`src/rtl/sponge_ctrl.sv`:
```
`default_nettype none
// ============================================================================
// Module      : sponge_ctrl
// Description : Sponge sequencer for the SHAKE core. Handles the command,
//               input-word and output-word handshakes and drives lane-indexed
//               clear/absorb/pad/round strobes to the state datapath.
//               Optional macro SPONGE_ABORT_EN enables abort_i.
// Revision    : 1.0 - initial release
// ============================================================================
module sponge_ctrl #(
   parameter  int WORD_W      = 64,
   parameter  int RATE0_WORDS = 21,
   parameter  int RATE1_WORDS = 17,
   parameter  int ROUNDS      = 24,
   parameter  int LEN_W       = 32,
   localparam int RATE_MAX    = (RATE0_WORDS > RATE1_WORDS) ? RATE0_WORDS : RATE1_WORDS,
   localparam int LANE_W      = $clog2(RATE_MAX),
   localparam int RND_W       = $clog2(ROUNDS)
) (
   input  logic              clk,
   input  logic              rst_n,
   input  logic              start_i,
   output logic              start_ready_o,
   input  logic              mode_i,
   input  logic [LEN_W-1:0]  in_words_i,
   input  logic [LEN_W-1:0]  out_words_i,
   input  logic              in_valid_i,
   output logic              in_ready_o,
   output logic              out_valid_o,
   input  logic              out_ready_i,
   output logic              out_last_o,
   output logic              state_clear_o,
   output logic              absorb_we_o,
   output logic              pad_o,
   output logic [LANE_W-1:0] lane_idx_o,
   output logic              round_en_o,
   output logic [RND_W-1:0]  round_idx_o,
   output logic              busy_o,
   output logic              done_o,
   input  logic              abort_i
);

   typedef enum logic [2:0] {
      S_IDLE    = 3'd0,
      S_ABSORB  = 3'd1,
      S_PAD     = 3'd2,
      S_PERMUTE = 3'd3,
      S_SQUEEZE = 3'd4
   } state_t;

   localparam logic [LANE_W-1:0] RATE0_M1 = LANE_W'(RATE0_WORDS - 1);
   localparam logic [LANE_W-1:0] RATE1_M1 = LANE_W'(RATE1_WORDS - 1);
   localparam logic [RND_W-1:0]  RND_LAST = RND_W'(ROUNDS - 1);

   state_t             state, state_n;
   logic [LANE_W-1:0]  lane, lane_n;
   logic [LANE_W-1:0]  rate_m1, rate_m1_n;
   logic [LEN_W-1:0]   in_rem, in_rem_n;
   logic [LEN_W-1:0]   out_rem, out_rem_n;
   logic               padded, padded_n;
   logic [RND_W-1:0]   rnd, rnd_n;
   logic               clear_n, done_n;
   logic               abort_req;
   logic               in_hs, out_hs, cmd_hs;
   logic               unused_cfg;

`ifdef SPONGE_ABORT_EN
   assign abort_req  = abort_i && (state != S_IDLE);
   assign unused_cfg = (WORD_W > 0);
`else
   assign abort_req  = 1'b0;
   assign unused_cfg = (WORD_W > 0) ^ abort_i;
`endif

   // Handshake-facing outputs decoded from state; abort suppresses acceptance
   assign start_ready_o = (state == S_IDLE);
   assign in_ready_o    = (state == S_ABSORB) && (in_rem != '0) && !abort_req;
   assign absorb_we_o   = in_valid_i && in_ready_o;
   assign out_valid_o   = (state == S_SQUEEZE) && !abort_req;
   assign out_last_o    = out_valid_o && (out_rem == LEN_W'(1));
   assign in_hs         = absorb_we_o;
   assign out_hs        = out_valid_o && out_ready_i;
   assign cmd_hs        = start_i && start_ready_o;

   // Next-state and next-counter logic for the sponge sequence
   always_comb begin
      state_n   = state;
      lane_n    = lane;
      rate_m1_n = rate_m1;
      in_rem_n  = in_rem;
      out_rem_n = out_rem;
      padded_n  = padded;
      rnd_n     = rnd;
      clear_n   = 1'b0;
      done_n    = 1'b0;
      if (abort_req) begin
         state_n = S_IDLE;
         lane_n  = '0;
         rnd_n   = '0;
         clear_n = 1'b1;
      end else begin
         case (state)
            S_IDLE: begin
               if (cmd_hs) begin
                  rate_m1_n = mode_i ? RATE1_M1 : RATE0_M1;
                  in_rem_n  = in_words_i;
                  out_rem_n = out_words_i;
                  lane_n    = '0;
                  padded_n  = 1'b0;
                  clear_n   = 1'b1;
                  state_n   = S_ABSORB;
               end
            end
            S_ABSORB: begin
               if (in_hs) begin
                  in_rem_n = in_rem - LEN_W'(1);
                  lane_n   = lane + 1'b1;
                  if (lane == rate_m1) begin
                     lane_n  = '0;
                     rnd_n   = '0;
                     state_n = S_PERMUTE;
                  end else if (in_rem == LEN_W'(1)) begin
                     state_n = S_PAD;
                  end
               end else if (in_rem == '0) begin
                  state_n = S_PAD;
               end
            end
            S_PAD: begin
               padded_n = 1'b1;
               lane_n   = '0;
               rnd_n    = '0;
               state_n  = S_PERMUTE;
            end
            S_PERMUTE: begin
               rnd_n = rnd + 1'b1;
               if (rnd == RND_LAST) begin
                  rnd_n = '0;
                  if (!padded) begin
                     state_n = S_ABSORB;
                  end else if (out_rem != '0) begin
                     state_n = S_SQUEEZE;
                  end else begin
                     done_n  = 1'b1;
                     state_n = S_IDLE;
                  end
               end
            end
            S_SQUEEZE: begin
               if (out_hs) begin
                  out_rem_n = out_rem - LEN_W'(1);
                  lane_n    = lane + 1'b1;
                  if (out_rem == LEN_W'(1)) begin
                     lane_n  = '0;
                     done_n  = 1'b1;
                     state_n = S_IDLE;
                  end else if (lane == rate_m1) begin
                     lane_n  = '0;
                     rnd_n   = '0;
                     state_n = S_PERMUTE;
                  end
               end
            end
            default: begin
               state_n = S_IDLE;
               lane_n  = '0;
               rnd_n   = '0;
            end
         endcase
      end
   end

   // State, counters and registered strobes
   always_ff @(posedge clk or negedge rst_n) begin
      if (!rst_n) begin
         state         <= S_IDLE;
         lane          <= '0;
         rate_m1       <= '0;
         in_rem        <= '0;
         out_rem       <= '0;
         padded        <= 1'b0;
         rnd           <= '0;
         state_clear_o <= 1'b0;
         done_o        <= 1'b0;
         pad_o         <= 1'b0;
         round_en_o    <= 1'b0;
         busy_o        <= 1'b0;
      end else begin
         state         <= state_n;
         lane          <= lane_n;
         rate_m1       <= rate_m1_n;
         in_rem        <= in_rem_n;
         out_rem       <= out_rem_n;
         padded        <= padded_n;
         rnd           <= rnd_n;
         state_clear_o <= clear_n;
         done_o        <= done_n;
         pad_o         <= (state_n == S_PAD);
         round_en_o    <= (state_n == S_PERMUTE);
         busy_o        <= (state_n != S_IDLE);
      end
   end

   assign lane_idx_o  = lane;
   assign round_idx_o = rnd;

endmodule
`default_nettype wire

```
`config.mk`:
```
export PLATFORM = sky130hd
export DESIGN_NAME = sponge_ctrl
export DESIGN_NICKNAME = d
export VERILOG_FILES = /design/src/rtl/sponge_ctrl.sv
export SDC_FILE = /design/constraint.sdc
export NUM_CORES = 1
export LEC_CHECK = 0
export ABC_AREA = 1
export CAP_MARGIN = 30
export CORE_UTILIZATION = 55
export DETAILED_ROUTE_END_ITERATION = 10
export PLACE_DENSITY = 0.81
export SLEW_MARGIN = 10
export SYNTH_ARGS = -nofsm -noshare
export SYNTH_HDL_FRONTEND = slang
export SYNTH_SLANG_ARGS = --single-unit
```
`constraint.sdc`:
```
create_clock -name clk -period 2.3 [get_ports clk]
set_input_delay 0.46 -clock clk [delete_from_list [all_inputs] [get_ports clk]]
set_output_delay 0.46 -clock clk [all_outputs]
set_load 0.01 [all_outputs]
```
## Word-level counts from Yosys, hierarchy flattened

Cells that the tools add are included.

- Register bits after elaboration: 88

- Add/sub/neg operators: 4
- Reductions and logical operators: 19
- Equal/unequal tests: 14
- Bitwise gates (word level): 2
- Multiplexer cells: 41

Operators by type and width:

| operator | count |
|---|---|
| $mux W32 | 4 |
| $pmux W32 S2 | 2 |
| $eq A32 B1 Y1 const B | 2 |
| $reduce_bool A32 Y1 | 2 |
| $sub A32 B1 Y32 const B | 2 |
| $mux W5 | 10 |
| $pmux W5 S4 | 2 |
| $mux W3 | 12 |
| $logic_not A32 Y1 | 1 |
| $pmux W3 S5 | 1 |
| $eq A3 B2 Y1 const B | 4 |
| $add A5 B1 Y5 const B | 2 |
| $mux W1 | 8 |
| $reduce_and A4 Y1 | 2 |
| $reduce_and A3 Y1 | 2 |
| $reduce_bool A2 Y1 | 3 |
| $eq A5 B5 Y1 | 1 |
| $eq A5 B5 Y1 const B | 1 |
| $logic_and A1 B1 Y1 | 5 |
| $ne A2 B1 Y1 const B | 2 |
| $ne A2 B2 Y1 const B | 2 |
| $pmux W1 S2 | 2 |
| $reduce_and A2 Y1 | 2 |
| $eq A3 B1 Y1 const B | 1 |
| 4 further kinds | 5 |

## Depth between registers and ports, before layout

- Word-level depth: 6
- Gate-level depth with buffers: 13

## Least setup slack after synthesis

No wires, ideal clock.

- Kind: register to register
- From: register in_rem[0]
- To: register in_rem[13]
- Arrival time: 1.670 ns
- Period minus slack after synthesis: 1.792 ns
- Cell stages (with the launch flop): 14
- Buffers on the path: 2
- Library setup time: 0.122 ns
- Setup slack: 0.508 ns
- Path through: dfrtp_1 inv_1 ha_1 nand2_2 nor2_4 nand2_2 nor2_4 nor2_4 nand2_4 nand2_4 buf_6 buf_6 o211ai_2 nand2_1

- Longest elaborated chain between the ends: 5
- Elaborated cells on any way between the ends: 8
- Those cells by class: add/sub: 1; eq/ne: 1; mux: 2; reduce/logical: 4

RTL lines:

| element | line | RTL |
|---|---|---|
| start: declaration | 58 | `logic [LEN_W-1:0] in_rem, in_rem_n;` |
| start signal: assignment | 192 | `in_rem <= in_rem_n;` |
| $reduce_bool A32 Y1 | 77 | `assign in_ready_o = (state == S_ABSORB) && (in_rem != '0) && !abort_req;` |
| $logic_and A1 B1 Y1 | 77 |  |
| via in_ready_o | 28 | `output logic in_ready_o,` |
| $logic_and A1 B1 Y1 | 78 | `assign absorb_we_o = in_valid_i && in_ready_o;` |
| $ne A2 B2 Y1 (no line) | - |  |
| $reduce_and A3 Y1 (no line) | - |  |

The timed path passes the listed nets, and every way through them passes these cells. The select of a mux whose other input is x is not followed.
A chain may end at the register's enable or synchronous reset.

## Worst setup path in the final report

- From: register in_rem[13]
- To: register pad_o

- Longest elaborated chain between the ends: 6
- Elaborated cells on any way between the ends: 11
- Those cells by class: eq/ne: 2; mux: 5; reduce/logical: 4

RTL lines:

| element | line | RTL |
|---|---|---|
| $eq A32 B1 Y1 or $reduce_bool A32 Y1 (tied branches) | 122, 77 |  |
| $mux W3 or $logic_and A1 B1 Y1 (tied branches) | 122, 77 |  |
| $mux W3 or $logic_and A1 B1 Y1 (tied branches) | 118, 78 |  |
| $mux W3 (*) | 115 | `if (in_hs) begin` |
| $pmux W3 S5 (*) | 102 | `case (state)` |
| via state_n[0] | 55 | `state_t state, state_n;` |
| $eq A3 B2 Y1 (*) | 198 | `pad_o <= (state_n == S_PAD);` |
| end signal: assignment | 198 |  |
| end: declaration | 34 | `output logic pad_o,` |

The timed path passes the listed nets; every way through them passes the cells marked *.

==> summary.md <==
| Metric | Value |
|---|---|
| Post-synth EDFFs | 0 |
| WP data required | approximately 2.6 ns |
| Leading post-synthesis cells by cell area | dfrtp_1 (36%), nand2_1 (15%), nor2_1 (9.4%) |
| Non-Filler Instances | 1,187 |
| Clk Latency, worst-skew pair | between 0.3 and 0.4 ns |
| Critical path class | flip-flop to flip-flop |
| F_max | about 0.44 GHz |
| Deepest clock path buffer count | 2 |
| Static Leakage | 3.59 nW |
| Adder-cell share of the synthesized area | between 1.5 and 2% |
| CTS Hold Buffers Added | 0 |
| Number of global-route vias before repair | 5,918 |
| Placed cell areas | 7210 um^2 |
| Wire length per cell | 13.6 um |
| Syn Area/Cell | about 6.6 um^2 |
| Largest net degree at the start of global routing | 49 |
| Count of cell types in the netlist | 37 |
| Die Ht | 106 um |
| Worst setup SP type | flip-flop |
| Main combinational cell family by area after synthesis | simple AND/OR/NAND/NOR gates |
| Hold Crit Class | input port to asynchronous set/reset pin |
| Placed Cells | approximately 1,100 |
| Total Routing Usage GR | between 20% and 30% |
| GR Overflow Total | 0 |
| CTS tree | built |
| Period Utilization, post-route | between 90% and 100% |
| Slowest-stage cell, CP | dfrtp_1 |
| Initial cell density of the core | a little under three fifths |
| First-pass DRT Iterations | 6 |
| Worst Max-Slew Pin Slew | roughly 0.55 ns |
| Mapped Cells | between 800 and 900 |
| Worst Skew | approximately 0.016 ns |
| FFs w/ async S/R, synth | between 90% and 100% |
| XOR/XNOR Fraction of Synth Area | between 2 and 3% |
| H-tree depth | 3 |
| Detailed Route WL | 16,100 um |
| YS warnings | 0 |
| # setup viols final | 0 |
| PortBufs | slightly below 90 |
| Post-synthesis simple-gate area fraction | around 36% |
| Global-route met3 utilization | 3.09% |
| Nets | between 1,000 and 1,500 |
| Gr busiest metal | met2 |
| VDD IR-drop max | between 0.0008 and 0.0009 V |
| Top cell by count, worst path | buf_4 |
| Yosys top cell area share | a little over a third |
| Row cnt | 37 |
| Commonest non-fill, non-tap cells in the layout | nand2_1 (237), nor2_1 (130), inv_1 (93), clkdlybuf4s50_1 (85), dfrtp_1 (84) |
| Crit path largest cell delay | roughly 0.42 ns |
| Crit-path max FO | 3 |
| Pwr dens | approximately 1100 nW/um^2 |
| Global routing usage on met2 | around half |
| Final hold vios | 0 |
| Syn nets | slightly below 1,000 |
| HPWL after DPL | around 11,000 um |
| Core area | approximately 10,000 um^2 |
| Ys flop type | dfrtp_1 |
| Mux share of post-synthesis cell area | 0% |
| Status | finished, final reports clean |
| Num CTS Buffers | 9 |
| CTS sink count | 85 |
| Largest area contributor in the netlist | dfrtp_1 |
| 1st-iter DRT viols | between 400 and 500 |
| Sequential fraction of the synthesis area | approximately 36% |
| Die area | around 11,000 um^2 |
| Design area | 7720 um^2 |
| Ratio of cells with drive above 1 in the final layout | between 10 and 15% |
| Initial antenna violation count | 0 |
| Total number of vias | ~6,300 |
| Post-synthesis compound-gate area fraction | between 10% and 20% |
| Area growth, synth to finish | 30.9% |
| Post-route DRC | 0 |
| Tot Pwr | ~8.5 mW |
| RD Place Congestion | ~0.89 |
| Synthesized area | a little under 6000 um^2 |
| Util after Layout | about three quarters |
| CP arrival | 2.58 ns |
| Setup TNS | 0 ns |
| Tmin final | approximately 2.3 ns |
| ANT cells | 0 |
| Root buffer cell | clkbuf_8 |
| Met1 usage | 40.3% |
| Max-slew violations | 0 |
| Ports | ~90 |
| Endpoint class of the critical path | flip-flop |
| Critical-path cell list | nor2_4, nand2_2, nor2_4, buf_6, buf_4, buf_4, buf_4, buf_4, buf_4, buf_4, nand2_2, nor2_1, nand2_1, a21oi_1, nand2_1, nor2_2, nand2_1, inv_1 |
| Vias per cell | ~5.3 |
| First-pass GRT wire length | ~26,000 um |
| Max-slew headroom at the worst pin | approximately 63% |
| Routed Antenna Nets | 0 |
| Max Cap Viol | 0 |
| Clock transition at path regs | approximately 0.1 ns |
| #FFs+latches synth | 85 |
| Die Wd | ~110 um |
| Most common cell after layout, fill and taps aside | nand2_1 |
==> state kept, by name (all words and copies together) (netlist names) <==
signal and count:
busy_o 1, done_o 1, in_rem 32, lane_idx_o 5, out_rem 32, pad_o 1, padded 1, rate_m1 2
round_en_o 1, round_idx_o 5, state 3, state_clear_o 1
==> through the flow <==
step,worst slack (ns),hold WS (ns)
floorplan,0.508,0.164
global placement,0.0462,0.461
detailed placement,0.00726,0.465
CTS,-0.0193,0.0776
global route,-0.0716,0.0879
finish,0.0109,0.0627
==> cell usage after synthesis, drive strengths merged (2+ instances only) <==
cell type  number
clkbuf         15
or2             7
nand3          62
nand2         248
dfrtp          85
inv           100
xor2           12
o21bai          3
o21ai          92
o31ai           7
nand3b          3
xnor2           7
nor3            9
ha              8
a21oi          26
nand4          14
buf            11
o22ai           8
a22oi           2
o211ai         14
nor3b           2
nor2          155
==> where the power goes <==
group | internal [mW] | total (mW) | switching [mW] | leakage [nW]
logic | 1.97 | 4.68 | 2.71 | 2.43
clock network | 0.569 | 1.14 | 0.568 | 0.107
registers | 2.11 | 2.65 | 0.538 | 1.05
total | 4.65 | 8.46 | 3.81 | 3.59
==> worst max-delay path, delay by kind of cell, from the launching register on <==
family / cells / cell delay, ns
AO/OA/AOI/OAI: 1 / 0.12
flip-flops: 1 / 0.42
AND/OR/NAND/NOR: 9 / 0.93
buffers and inverters: 8 / 0.74
==> kinds of logic (layout without fill, tap and decap cells) <==
group                      count (synthesis)  after routing
AOI/OAI and AO/OA                        156            156
DFF                                       85             85
xor gates and xnor gates                  19             19
and+or+nand+nor                          500            500
buffers and inverters                    126            283
adders and majority gates                  8              8
==> worst paths after layout <==
path,startpoint,slack (ns),endpoint,depth (start not counted)
min in group clk,rate_m1[4],0.49,rate_m1[4],2
worst max-delay path,in_rem[13],0.01,pad_o,18
worst max register to register,in_rem[13],0.01,pad_o,18
worst min-delay path,rst_n,0.06,out_rem[9],1
max in group asynchronous,rst_n,1.58,in_rem[12],2
worst min register to register,rate_m1[4],0.49,rate_m1[4],2
==> metal layers <==
layer / wire, um / vias to the layer above / part of all wire [%]
li1: - / 3190 / -
met1: 7400 / 2931 / 46
met2: 7630 / 194 / 47
met3: 826 / 31 / 5.1
met4: 289 / 0 / 1.8
met5: 0 / - / 0
==> cell type report <==
cell class              count  area [um^2]
clock buffers              12          155
multi-input cells         683         3340
well taps                 136          170
flip-flops and latches     85         2130
clock inverters             4         56.3
repair buffers            167         1490
fillers                   794         2650
inverters                 100          375
==> timing repair <==
item                                   4_1_cts  5_1_grt
resized for setup                           17       24
buffers inserted                            18       11
endpoints found under the hold margin        0        0
pin swaps                                    8       15
setup endpoints to repair                    4        9
(Power assumes the default switching activity.)
